`config.mk`:
```
export PLATFORM = sky130hd
export DESIGN_NAME = iteration_sequencer_flat
export DESIGN_NICKNAME = d
export VERILOG_FILES = /design/src/rtl/iteration_sequencer_if.sv /design/src/rtl/iteration_sequencer.sv /design/src/flat_wrapper.sv
export SDC_FILE = /design/constraint.sdc
export NUM_CORES = 1
export LEC_CHECK = 0
export BUFFER_PORTS_ARGS = -buffer_cell sky130_fd_sc_hd__buf_4
export CORE_ASPECT_RATIO = 0.9
export CORE_MARGIN = 4
export CORE_UTILIZATION = 38
export CTS_CLUSTER_DIAMETER = 40
export DETAILED_ROUTE_END_ITERATION = 12
export GPL_ROUTABILITY_DRIVEN = 0
export SYNTH_ARGS = -nofsm -noshare
export SYNTH_HDL_FRONTEND = slang
export SYNTH_SLANG_ARGS = --single-unit
```
`constraint.sdc`:
```
create_clock -name clk -period 1.9 [get_ports clk]
set_input_delay 0.19 -clock clk [delete_from_list [all_inputs] [get_ports clk]]
set_output_delay 0.19 -clock clk [all_outputs]
set_load 0.1 [all_outputs]
```
`src/rtl/iteration_sequencer_if.sv`:
```
// Handshake bundle between the iteration sequencer and its controller/datapath.
// The abort input exists only when SEQ_ABORT_EN is defined.
interface iteration_sequencer_if #(
    parameter int NBITS = 8
);
    logic             start;
    logic             hold;
    logic             ack;
`ifdef SEQ_ABORT_EN
    logic             abort;
`endif
    logic [NBITS-1:0] count;
    logic             first;
    logic             advance;
    logic             flag;
    logic             busy;
    logic             done;

    modport master (
`ifdef SEQ_ABORT_EN
        output abort,
`endif
        output start, hold, ack,
        input  count, first, advance, flag, busy, done
    );

    modport slave (
`ifdef SEQ_ABORT_EN
        input  abort,
`endif
        input  start, hold, ack,
        output count, first, advance, flag, busy, done
    );
endinterface

```
`src/rtl/iteration_sequencer.sv`:
```
// Up-counting iteration sequencer (0 -> LIMIT by STEP) with start/busy/done handshake.
// Optional feature macro: SEQ_ABORT_EN adds an abort input that cancels a run.
module iteration_sequencer #(
    parameter int NBITS = 8,
    parameter int LIMIT = 8,
    parameter int STEP  = 2
) (
    input logic                  clk,
    input logic                  reset,
    iteration_sequencer_if.slave bus
);
    typedef enum logic [1:0] {
        S_IDLE,
        S_RUN,
        S_DONE
    } state_t;

    state_t           r_state;
    logic [NBITS-1:0] r_count;
    logic             r_first;
    logic             r_busy;
    logic             r_done;

    logic             w_run;
    logic [NBITS:0]   w_next_sum;
    logic             w_flag;
    logic             w_advance;
    logic             w_abort;

`ifdef SEQ_ABORT_EN
    assign w_abort = bus.abort;
`else
    assign w_abort = 1'b0;
`endif

    // One extra bit so count + STEP can never wrap before the terminal compare.
    assign w_run      = (r_state == S_RUN);
    assign w_next_sum = {1'b0, r_count} + (NBITS + 1)'(STEP);
    assign w_flag     = w_run && (w_next_sum >= (NBITS + 1)'(LIMIT));
    assign w_advance  = w_run && !bus.hold;

    always_ff @(posedge clk) begin
        if (reset) begin
            r_state <= S_IDLE;
            r_count <= '0;
            r_first <= 1'b0;
            r_busy  <= 1'b0;
            r_done  <= 1'b0;
        end else begin
            case (r_state)
                S_IDLE: begin
                    r_count <= '0;
                    if (bus.start) begin
                        r_state <= S_RUN;
                        r_first <= 1'b1;
                        r_busy  <= 1'b1;
                    end
                end
                S_RUN: begin
                    if (w_abort) begin
                        r_state <= S_IDLE;
                        r_count <= '0;
                        r_first <= 1'b0;
                        r_busy  <= 1'b0;
                    end else if (!bus.hold) begin
                        r_first <= 1'b0;
                        if (w_flag) begin
                            // Clamp so a non-multiple LIMIT still ends exactly on LIMIT.
                            r_state <= S_DONE;
                            r_count <= NBITS'(LIMIT);
                            r_busy  <= 1'b0;
                            r_done  <= 1'b1;
                        end else begin
                            r_count <= w_next_sum[NBITS-1:0];
                        end
                    end
                end
                S_DONE: begin
                    if (bus.ack) begin
                        r_count <= '0;
                        r_done  <= 1'b0;
                        if (bus.start) begin
                            r_state <= S_RUN;
                            r_first <= 1'b1;
                            r_busy  <= 1'b1;
                        end else begin
                            r_state <= S_IDLE;
                        end
                    end
                end
                default: begin
                    r_state <= S_IDLE;
                    r_count <= '0;
                    r_first <= 1'b0;
                    r_busy  <= 1'b0;
                    r_done  <= 1'b0;
                end
            endcase
        end
    end

    assign bus.count   = r_count;
    assign bus.first   = r_first;
    assign bus.busy    = r_busy;
    assign bus.done    = r_done;
    assign bus.flag    = w_flag;
    assign bus.advance = w_advance;
endmodule
```
`src/flat_wrapper.sv`:
```
// flat-port wrapper written by rule: the top's interface ports become plain ports
module iteration_sequencer_flat 
#(
    parameter int NBITS = 8,
    parameter int LIMIT = 8,
    parameter int STEP  = 2
)
  (clk, reset, bus_start, bus_hold, bus_ack, bus_count, bus_first, bus_advance, bus_flag, bus_busy, bus_done);
  iteration_sequencer_if #(.NBITS(NBITS)) bus_i ();
  input logic clk;
  input logic reset;
  input wire logic [$bits(bus_i.start)-1:0] bus_start;
  input wire logic [$bits(bus_i.hold)-1:0] bus_hold;
  input wire logic [$bits(bus_i.ack)-1:0] bus_ack;
  output wire logic [$bits(bus_i.count)-1:0] bus_count;
  output wire logic [$bits(bus_i.first)-1:0] bus_first;
  output wire logic [$bits(bus_i.advance)-1:0] bus_advance;
  output wire logic [$bits(bus_i.flag)-1:0] bus_flag;
  output wire logic [$bits(bus_i.busy)-1:0] bus_busy;
  output wire logic [$bits(bus_i.done)-1:0] bus_done;
  assign bus_i.start = bus_start;
  assign bus_i.hold = bus_hold;
  assign bus_i.ack = bus_ack;
  assign bus_count = bus_i.count;
  assign bus_first = bus_i.first;
  assign bus_advance = bus_i.advance;
  assign bus_flag = bus_i.flag;
  assign bus_busy = bus_i.busy;
  assign bus_done = bus_i.done;
  iteration_sequencer #(.NBITS(NBITS), .LIMIT(LIMIT), .STEP(STEP)) u_core (.clk(clk), .reset(reset), .bus(bus_i));
endmodule
```
Word-level counts from Yosys, hierarchy flattened. Cells that the tools add are included.

Magnitude comparators: 1. Add/subtract/negate cells: 1. Shifts and indexed selects: 0. Bitwise gates (word level): 1. Divide/modulo/power cells: 0. Equal/unequal tests: 6. Multiply operators: 0. Reductions and logical operators: 8. Multiplexer cells: 23.

Operators with widths (count): $mux W8 (3); $pmux W8 S2 (1); $mux W1 (11); $add A8 B2 Y9 const B (1); $ge A9 B4 Y1 const B (1); $pmux W1 S3 (3); $mux W2 (4); $ne A2 B2 Y1 const B (4); $reduce_and A4 Y1 (2); $pmux W2 S3 (1); $reduce_and A3 Y1 (1); $eq A2 B1 Y1 const B (1); $eq A2 B2 Y1 const B (1); $logic_and A1 B1 Y1 (2); $logic_not A2 Y1 (1); $reduce_and A2 Y1 (1); $logic_not A1 Y1 (1); $not A1 Y1 (1).

Word-level logic and storage cells: 45. ROM bits: 0. Input bits: 5. Memory bits (writable): 0. Register bits after elaboration: 13. Memories: 0. Bits in latches: 0.

Depth between registers and ports, before layout. Gate-level depths: netlist of run 1.

Depth in word-level cells: 6. Gate-level depth with buffers: 6. Depth with buffers taken out: 5.

Least setup slack after synthesis of run 1. Ideal clock, no wire load.

Kind: register to output. From: register u_core.r_count[1] (netlist: u_core.bus.count[1]). To: output port bus_flag. Stages on the path, launching flop included: 7. Setup slack: -1.484 ns. Data arrival time: 3.194 ns. Path through: dfxtp_1 -> ha_1 -> and2b_2 -> o21ai_0 -> and3_1 -> buf_6 -> nor2_1.

Longest elaborated chain between the ends: 3.

Ends and longest elaborated chain: start, declared (RTL line iteration_sequencer.sv:19) `logic [NBITS-1:0] r_count;`; start signal, assigned (RTL line iteration_sequencer.sv:70) `r_count <= NBITS'(LIMIT);`; start signal, assigned (RTL line iteration_sequencer.sv:74) `r_count <= w_next_sum[NBITS-1:0];`; $add A8 B2 Y9 (RTL line iteration_sequencer.sv:38) `assign w_next_sum = {1'b0, r_count} + (NBITS + 1)'(STEP);`; $ge A9 B4 Y1 (RTL line iteration_sequencer.sv:39) `assign w_flag = w_run && (w_next_sum >= (NBITS + 1)'(LIMIT));`; $logic_and A1 B1 Y1 (RTL line iteration_sequencer.sv:39); end, declared (RTL line flat_wrapper.sv:18) `output wire logic [$bits(bus_i.flag)-1:0] bus_flag;`.

Every way passes these cells.

Final worst setup path of run 1. Same ends and word-level chain as after synthesis.

==> results of run 1 <==
-- cell usage after synthesis, drive strengths merged --
| library cell | n | area [µm²] |
|---|---|---|
| a221oi | 1 | 8.76 |
| xnor2 | 1 | 8.76 |
| dfxtp | 12 | 240 |
| o41ai | 2 | 32.5 |
| and2b | 1 | 8.76 |
| nand2b | 2 | 12.5 |
| o2bb2a | 1 | 20.0 |
| o211a | 1 | 10.0 |
| nand2 | 4 | 15.0 |
| ha | 1 | 12.5 |
| a21oi | 2 | 10.0 |
| and2 | 4 | 25.0 |
| o31ai | 1 | 7.51 |
| inv | 4 | 15.0 |
| nand3b | 1 | 7.51 |
| and3b | 1 | 8.76 |
| and3 | 1 | 6.26 |
| nand3 | 6 | 30.0 |
| a31o | 2 | 17.5 |
| or3b | 1 | 8.76 |
| nor3 | 1 | 5.00 |
| nor2 | 7 | 26.3 |
| conb | 1 | 3.75 |
| nand4 | 1 | 6.26 |
| o21ai | 3 | 15.0 |
| a31oi | 2 | 12.5 |
| o311a | 1 | 10.0 |
| nor3b | 1 | 7.51 |
| nor4b | 1 | 8.76 |
| buf | 5 | 45.0 |
-- final timing paths --
| check | from | endpoint | slack [ns] |
|---|---|---|---|
| worst min-delay path | bus_hold | u_core.bus.count[3]$_SDFFE_PP0P_ | 0.17 |
| worst max register to register | u_core.bus.count[1]$_SDFFE_PP0P_ | u_core.bus.busy$_SDFFE_PP0P_ | 0.32 |
| worst max-delay path | u_core.bus.count[1]$_SDFFE_PP0P_ | bus_flag | 0.08 |
| worst min register to register | u_core.bus.count[7]$_SDFFE_PP0P_ | u_core.bus.count[7]$_SDFFE_PP0P_ | 0.47 |
-- per-layer routing --
metal / global-route usage [%] / part of all wire [%] / wire length [µm] / vias to the layer above
met4: 4.71 / 0.87 / 12 / 0
met5: 0 / 0 / 0 / -
met1: 16.8 / 50 / 692 / 254
met2: 19.0 / 41 / 572 / 19
met3: 5.71 / 7.9 / 109 / 2
li1: - / - / - / 285
-- report_power, final --
group	internal (mW)	switching, mW
Clock	0.0763	0.0871
Combinational	0.0330	0.0992
Sequential	0.258	0.00869
Total	0.367	0.195
-- flip-flops by register name, summed over array words and instances (netlist names) --
| register | flops |
|---|---|
| u_core.r_state | 2 |
| u_core.bus.busy | 1 |
| u_core.bus.count | 7 |
| u_core.bus.done | 1 |
| u_core.bus.first | 1 |
-- cells in the final DEF, fill, tap and decap left out, types with 3 or more instances in the layout --
cell	n
nand2_1	4
buf_4	16
and2_1	4
nor2_1	5
nand3_1	6
dfxtp_2	5
dfxtp_1	5
inv_1	4
clkbuf_4	3
-- metrics by stage --
step | utilization [%] | setup TNS, ns
final | 54.7 | 0
after global routing | 54.7 | 0
after CTS | 53.5 | 0
after detailed placement | 51.0 | 0
after global placement | 51.0 | 0
after floorplan | - | -0.154
-- area by class of cell --
| class | count | share of cell area (%) |
|---|---|---|
| multi-input cells | 51 | 44.7 |
| flip-flops and latches | 12 | 30.3 |
| repair buffers | 17 | 16.7 |
| well taps | 22 | 3.29 |
| clock buffers | 3 | 2.69 |
| inverters | 4 | 1.79 |
| clock inverters | 1 | 0.448 |
-- cell families after synthesis --
kind of cell	Yosys count	synth area share (%)
buffers and inverters	9	9.30
xor gates and xnor gates	1	1.36
AOI/OAI and AO/OA	16	22.3
DFF	12	37.2
adders and majority gates	1	1.94
other	1	0.581
and+or+nand+nor	32	27.3
-- timing repair --
item,CTS,global route
setup endpoints to repair,1,1
pin swaps,0,1
hold buffers,0,0
gates resized for setup,4,5
==> impl_metrics.py, run 1 <==
metrics = {
    "outcome": {
        "run_status": "finished clean",
    },
    "finish": {
        "syn2layout_area_growth_pct": 29.7,
        "multi_input_area_um2": 374,
        "seq_area_um2": 254,
        "nNetsFinal": 95,
        "final_layout_size_suffix_gt1_share_pct": 43.2,
        "fillers": 157,
        "design_area_um2": 837,
        "diodes": 0,
        "stdcell_count": 110,
    },
    "run": {
        "max_cap_viol_count": 0,
    },
    "floorplan": {
        "rows": 13,
        "start_util_pct": 42.2,
        "die_area_mm2": 0.00242,
        "die_y_um": 47.1,
        "io_pins": 18,
        "die_w_um": 51.5,
        "core_area_mm2": 0.00153,
    },
    "power": {
        "peakVddDrop_mv": 0.394,
        "powerDensity_mw_per_mm2": 672,
        "power.total_mw": 0.563,
        "p_leak_nw": 0.344,
    },
    "setup_path": {
        "reg2reg_depth": 6,
        "required_ns": 1.71,
        "critPathCaptureType": "primary output",
        "critical-path-top-delay-family": "simple AND/OR/NAND/NOR gates",
        "cp_num_cells": 6,
        "slowest_delay_ns": 0.36,
        "crit_fanout": 6,
        "critPathArrivalTime_ns": 1.63,
        "cp_num_buf_inv": 1,
        "cp-start-kind": "flip-flop",
        "crit_slowest_cell": "dfxtp_4",
        "crit_chain": "ha_2, and2b_2, o21ai_4, and3_4, nor2_4, buf_12",
        "path_class": "reg2out",
    },
    "timing": {
        "setup_viol_count_final": 0,
        "setup_slack_ns": 0.0790,
        "min_period_ns": 1.82,
        "finClkSkew_ns": 0.00359,
        "hold_viol_final": 0,
        "period_share_pct": 95.8,
        "slew_viol_final": 0,
        "rsz0062_at_grt": "false",
        "fmax_ghz": 0.549,
        "hold_slack_ns": 0.171,
    },
    "yosys": {
        "synth_cells": 72,
        "netlist_area_um2": 646,
        "avgSynthCellArea_um2": 8.97,
        "ys_seq_elements": 12,
        "yosysSeqAreaShare_pct": 37.2,
        "yosysUniqueCellTypes": 31,
        "yosysWarnings": 0,
        "syn_nets": 78,
    },
    "drt": {
        "routed-via-count": 560,
        "wl_per_cell_um": 12.6,
        "firstDrtPassIters": 4,
        "ant_nets": 0,
        "drtIter0Drc": 7,
        "drc": 0,
        "drt-total-wl_um": 1390,
        "via_per_inst": 5.09,
    },
    "cts": {
        "cts_tree": "built",
        "cts-buffers-inserted": 3,
        "cts_post_setup_buffers_inserted": 0,
        "root_buffer": "clkbuf_4",
        "clkLatencyLatePin_ns": 0.28,
        "clock_sinks": 12,
        "htree_levels": 1,
        "clockBufferDepth": 2,
        "clk_pin_slew_ns": 0.07,
    },
    "worst_hold_path": {
        "holdPathStages": 2,
        "min_path_type": "in2reg",
    },
    "placement": {
        "postPlaceCellArea_um2": 779,
        "dpl.cell_count": 106,
        "dp_hpwl_um": 1050,
        "place_ws_ns": 0.127,
        "numPortBuffers": 16,
    },
    "global_route": {
        "grt_use_total_pct": 12.9,
        "grt_pass1_vias": 494,
        "grt_overflow": 0,
        "antenna_found_initial": 0,
        "grt_max_degree": 13,
        "grt_pass1_wl_um": 2240,
    },
}
No activity file was read; power rests on OpenSTA's default activity.
==> run 2: changes to the inputs <==
--- a/config.mk
+++ b/config.mk
@@ -5,6 +5,7 @@
 export SDC_FILE = /design/constraint.sdc
 export NUM_CORES = 1
 export LEC_CHECK = 0
+export ABC_AREA = 1
 export BUFFER_PORTS_ARGS = -buffer_cell sky130_fd_sc_hd__buf_4
 export CORE_ASPECT_RATIO = 0.9
 export CORE_MARGIN = 4
==> run 2 against run 1 <==
  * Cell area is 2.5% higher
  * Via count rose by 1.8%
  * Critical endpoint unchanged
  * Clock skew down 0.0024 ns
  * Power is 13% higher
  * Clock power up 26%
==> impl_metrics.py, run 2 <==
metrics = {
    "outcome": {
        "run_status": "finished clean",
    },
    "cts": {
        "clockBufferDepth": 2,
        "cts_tree": "built",
        "clkLatencyLatePin_ns": 0.27,
        "htree_levels": 1,
        "root_buffer": "clkbuf_4",
        "cts-buffers-inserted": 3,
        "clk_pin_slew_ns": 0.08,
        "cts_post_setup_buffers_inserted": 0,
        "clock_sinks": 12,
    },
    "placement": {
        "dpl.cell_count": 127,
        "numPortBuffers": 16,
        "place_ws_ns": 0.369,
        "dp_hpwl_um": 1080,
        "postPlaceCellArea_um2": 810,
    },
    "worst_hold_path": {
        "min_path_type": "in2reg",
    },
    "finish": {
        "stdcell_count": 131,
        "final_layout_size_suffix_gt1_share_pct": 38.5,
        "diodes": 0,
        "final_cell_mix": "nand2_1 (25), buf_4 (15), inv_1 (14)",
        "design_area_um2": 858,
        "nNetsFinal": 116,
        "final_common_cell": "nand2_1",
        "largest_register_ff_count": 7,
        "syn2layout_area_growth_pct": 33.5,
        "fillers": 166,
    },
    "timing": {
        "slew_viol_final": 0,
        "hold_viol_final": 0,
        "min_period_ns": 1.77,
        "finClkSkew_ns": 0.00124,
        "period_share_pct": 93.1,
        "tns_ns": 0,
        "setup_viol_count_final": 0,
        "setup_slack_ns": 0.132,
        "fmax_ghz": 0.565,
    },
    "setup_path": {
        "reg2reg_depth": 11,
        "cp-start-kind": "flip-flop",
        "r2r-start": "u_core.bus.count[1]$_SDFFE_PP0P_",
        "cp-startpoint": "u_core.bus.count[1]$_SDFFE_PP0P_",
        "reg2reg_to": "u_core.bus.busy$_SDFFE_PP0P_",
        "ff2ff_setup_slack_ns": 0.42,
        "required_ns": 1.71,
        "endpoint": "bus_flag",
        "critPathCaptureType": "primary output",
        "path_class": "reg2out",
        "crit_fanout": 5,
        "critPathArrivalTime_ns": 1.58,
    },
    "power": {
        "clkPwrFrac_pct": 32.2,
        "power.total_mw": 0.636,
        "peakVddDrop_mv": 0.380,
        "p_leak_nw": 0.403,
        "comb_power_share_pct": 25.8,
        "p_seq_share_pct": 41.9,
        "power.switching_mw": 0.224,
        "powerDensity_mw_per_mm2": 741,
        "p_int_mw": 0.411,
        "switching_share_pct": 35.3,
    },
    "yosys": {
        "yosys_most_used_dff": "dfxtp_1",
        "syn_nets": 98,
        "yosysWarnings": 0,
        "synthDominantCellAreaShare_pct": 37.4,
        "netlist_area_um2": 643,
        "yosysUniqueCellTypes": 24,
        "synth_cells": 92,
        "synthTopCellsByArea": "dfxtp_1 (37%), nand2_1 (15%), inv_1 (8.2%), a21oi_1 (3.1%), nand3_2 (3.1%)",
        "ys_seq_elements": 12,
        "synth_largest_area_cell": "dfxtp_1",
        "yosysSeqAreaShare_pct": 37.4,
        "synth_edf_count": 0,
        "synth_common_cells": "nand2_1 (25), inv_1 (14), dfxtp_1 (12)",
        "avgSynthCellArea_um2": 6.99,
        "post-synth-top-count-cell": "nand2_1",
        "synthArstFlopShare_pct": 0,
    },
    "floorplan": {
        "die_w_um": 51.4,
        "die_y_um": 47.0,
        "start_util_pct": 42.5,
        "die_area_mm2": 0.00242,
        "core_area_mm2": 0.00151,
        "rows": 13,
        "io_pins": 18,
    },
    "drt": {
        "routed-via-count": 570,
        "drtIter0Drc": 5,
        "drt-total-wl_um": 1330,
        "via_per_inst": 4.35,
        "ant_nets": 0,
        "top_layer_used": "met4",
        "wl_met1_um": 706,
        "drc": 0,
        "met3WireLength_um": 70,
        "met2_length_um": 531,
        "firstDrtPassIters": 4,
        "wl_per_cell_um": 10.2,
    },
    "run": {
        "max_cap_viol_count": 0,
    },
    "global_route": {
        "grt_overflow": 0,
        "grt_use_total_pct": 13.2,
        "grt_pass1_wl_um": 2250,
        "grt_pass1_vias": 535,
        "grt_max_degree": 9,
        "antenna_found_initial": 0,
    },
}
-- run 2: cell count changes after synthesis, moves of 3 or more --
| cell | before | now |
|---|---|---|
| nand2_2 | 0 | 3 |
| o21ai_0 | 3 | 0 |
| nand3_1 | 6 | 3 |
| nor3_1 | 1 | 4 |
| and2_1 | 4 | 0 |
| inv_1 | 4 | 14 |
| nand2_1 | 4 | 25 |
-- run 2: cell type report --
cell class              instances  area, µm²  area share, %
multi-input cells              61        345           40.2
flip-flops and latches         12        262           30.5
repair buffers                 16        128           14.9
inverters                      16       60.1           7.00
clock buffers                   4       36.3           4.23
well taps                      22       27.5           3.21
-- run 2: worst min-delay path by stage --
stage               cells past startpoint  slack (ns)      start                          endpoint
floorplan                               2        0.36  bus_start      u_core.bus.busy$_SDFFE_PP0P_
global placement                        2        0.42      reset  u_core.bus.count[3]$_SDFFE_PP0P_
detailed placement                      2        0.42      reset  u_core.bus.count[3]$_SDFFE_PP0P_
CTS                                     2        0.13      reset  u_core.bus.count[3]$_SDFFE_PP0P_
global route                            2        0.13      reset  u_core.bus.count[6]$_SDFFE_PP0P_
finish                                  2        0.13      reset  u_core.bus.count[3]$_SDFFE_PP0P_
-- run 2: worst max-delay path: stages, from the launching register on --
cell and delay, ns:
dfxtp_4 0.37, ha_2 0.21, nand3_1 0.08, nand2_1 0.05, nand2_1 0.06, inv_1 0.03
nand2_1 0.09, nor2_4 0.06, a21oi_4 0.15, buf_8 0.21
-- run 2: repair_timing --
action,CTS,global route
hold buffers,0,0
gates resized for setup,0,3
setup endpoints to repair,0,1
-- run 2: per-layer routing --
metal	global-route usage, %	up-vias
met5	0	-
met4	7.85	0
met3	4.13	4
met2	17.3	13
met1	18.8	232
li1	-	321
-- run 2: cell families (layout without fill, tap and decap cells) --
kind of cell	after synthesis	count (layout)	synth area share, %
flops	12	12	37.4
buf+inv	19	36	12.3
compound gates	8	8	7.78
mux	1	1	1.56
simple gates	48	48	35.8
fa+ha+maj	1	1	1.95
xor+xnor	2	2	2.72
other cells	1	1	0.583
-- run 2: power groups by stage --
stage	sequential [mW]	combinational [mW]	clock, mW
floorplan	0.340	0.0664	0
global placement	0.272	0.165	0
detailed placement	0.273	0.165	0
CTS	0.267	0.165	0.215
global route	0.268	0.175	0.231
finish	0.267	0.164	0.205
-- run 2: through the flow --
step	hold WS, ns	utilization [%]
3_5_place_dp	0.425	53.5
5_1_grt	0.132	56.7
4_1_cts	0.126	55.9
3_3_place_gp	0.424	53.5
6_report	0.131	56.7
2_1_floorplan	0.359	-
==> run 3: changes to the inputs <==
==> constraint.sdc (replaced) <==
create_clock -name clk -period 1.9 [get_ports clk]
set_input_delay 0.19 -clock clk [delete_from_list [all_inputs] [get_ports clk]]
set_output_delay 0.19 -clock clk [all_outputs]
set_load 0.01 [all_outputs]
==> run 3 against run 2 <==
  * Largest power group unchanged
  * Hold slack better by 0.011 ns
  * Global-route usage down 1.5 points
  * Largest cell class unchanged
  * Highest routed layer unchanged
  * Critical path depth unchanged
  * Via count up 0.70%
  * Worst setup slack better by 0.016 ns
  * Power down 12%
  * Cell count unchanged
==> impl_metrics.py, run 3 (synthesized netlist as in run 2, its figures left out) <==
metrics = {
    "power": {
        "powerDensity_mw_per_mm2": 684,
        "peakVddDrop_mv": 0.413,
        "p_leak_nw": 0.395,
    },
    "cts": {
        "clk_pin_slew_ns": 0.08,
        "cts_tree": "built",
        "clockBufferDepth": 2,
        "ctsResizeCount": 0,
        "clock_sinks": 12,
        "cts-buffers-inserted": 3,
        "clkLatencyLatePin_ns": 0.27,
        "cts_post_setup_buffers_inserted": 0,
        "root_buffer": "clkbuf_4",
        "cts_hold_buf": 0,
        "htree_levels": 1,
    },
    "timing": {
        "hold_slack_ns": 0.142,
        "finClkSkew_ns": 0.00241,
        "setup_viol_count_final": 0,
        "rsz0062_at_grt": "false",
        "slew_viol_final": 0,
        "hold_viol_final": 0,
        "setup_slack_ns": 0.147,
        "tns_ns": 0,
        "min_period_ns": 1.75,
        "period_share_pct": 92.2,
        "fmax_ghz": 0.571,
    },
    "floorplan": {
        "die_w_um": 51.4,
        "core_area_mm2": 0.00151,
        "rows": 13,
        "die_area_mm2": 0.00242,
        "io_pins": 18,
        "die_y_um": 47.0,
        "start_util_pct": 42.5,
    },
    "placement": {
        "postPlaceCellArea_um2": 772,
        "place_ws_ns": 0.345,
        "dp_hpwl_um": 1020,
        "numPortBuffers": 16,
    },
    "drt": {
        "drc": 0,
        "drtIter0Drc": 0,
        "routed-via-count": 574,
        "drt-total-wl_um": 1280,
        "wl_per_cell_um": 9.76,
        "firstDrtPassIters": 1,
        "ant_nets": 0,
        "via_per_inst": 4.38,
    },
    "global_route": {
        "grt_use_met2_pct": 16.5,
        "grt_use_total_pct": 11.7,
        "top_usage_layer": "met2",
        "grt_max_degree": 9,
        "grt_overflow": 0,
        "met3_usage_pct": 5.71,
        "grt_pass1_wl_um": 2070,
        "grt_pass1_vias": 490,
        "antenna_found_initial": 0,
        "grtUsageMet1_pct": 15.8,
    },
    "finish": {
        "largest_register_ff_count": 7,
        "final_cell_mix": "nand2_1 (25), buf_4 (16), inv_1 (14)",
        "seq_area_um2": 243,
        "nNetsFinal": 116,
        "design_area_um2": 813,
        "syn2layout_area_growth_pct": 26.5,
        "final_layout_size_suffix_gt1_share_pct": 32.1,
        "final_common_cell": "nand2_1",
        "diodes": 0,
        "fillers": 153,
        "multi_input_area_um2": 327,
    },
    "setup_path": {
        "required_ns": 1.71,
        "crit_chain": "ha_2, nand3_1, nand2_1, nand2_1, inv_1, nand2_1, nor2_2, a21oi_1, buf_4",
        "slowest_delay_ns": 0.38,
        "critPathArrivalTime_ns": 1.56,
        "crit_slowest_cell": "dfxtp_2",
        "path_common_cell": "nand2_1",
        "critPathCaptureType": "primary output",
        "cp-start-kind": "flip-flop",
        "path_class": "reg2out",
        "crit_fanout": 5,
    },
    "worst_hold_path": {
        "min_path_type": "in2reg",
    },
    "outcome": {
        "run_status": "finished clean",
    },
    "run": {
        "max_cap_viol_count": 0,
    },
}
run 3: cell count changes in the layout (fill, tap and decap cells not counted):
cell     previous run  this run
dfxtp_1             5        10
a21oi_4             1         0
a21oi_1             3         4
nor2_4              2         1
dfxtp_4             5         0
nor2_1              4         5
buf_4              15        16
buf_8               1         0
run 3: worst paths after layout:
check,slack (ns),endpoint,depth (start not counted),start
min,0.14,u_core.bus.count[3]$_SDFFE_PP0P_,2,reset
min reg2reg,0.45,u_core.bus.done$_SDFFE_PP0P_,2,u_core.bus.done$_SDFFE_PP0P_
max,0.15,bus_flag,9,u_core.bus.count[1]$_SDFFE_PP0P_
max reg2reg,0.43,u_core.bus.busy$_SDFFE_PP0P_,11,u_core.bus.count[1]$_SDFFE_PP0P_
run 3: cell type report:
type / count / area share (%)
multi-input combinational: 61 / 40.2
clock buffer: 4 / 4.46
tap: 22 / 3.38
inverter: 16 / 7.38
sequential: 12 / 29.8
timing repair buffer: 16 / 14.8
run 3: stage by stage:
step                      total power [mW]  cells  utilization (%)
after floorplan                      0.328     92                -
after global placement               0.358    127             51.0
after detailed placement             0.358    127             51.0
after CTS                            0.567    131             53.4
after global routing                 0.587    131             53.8
final                                0.556    131             53.8
run 3: critical path: cells and delay by family, from the launching register on:
family / cells / cell delay (ns)
and+or+nand+nor: 5 / 0.39
DFF: 1 / 0.38
adders and majority gates: 1 / 0.23
buffers and inverters: 2 / 0.20
AOI/OAI and AO/OA: 1 / 0.09
run 3: power by group:
group          total, mW  switching [mW]  internal (mW)  leakage, nW
clock              0.204          0.0874          0.117       0.0210
sequential         0.272         0.00879          0.264       0.0986
combinational     0.0801          0.0446         0.0355        0.275
run 3: metal layers:
metal	vias up	wire length (µm)
li1	317	-
met4	0	6
met5	-	0
met1	243	653
met3	2	71
met2	12	547
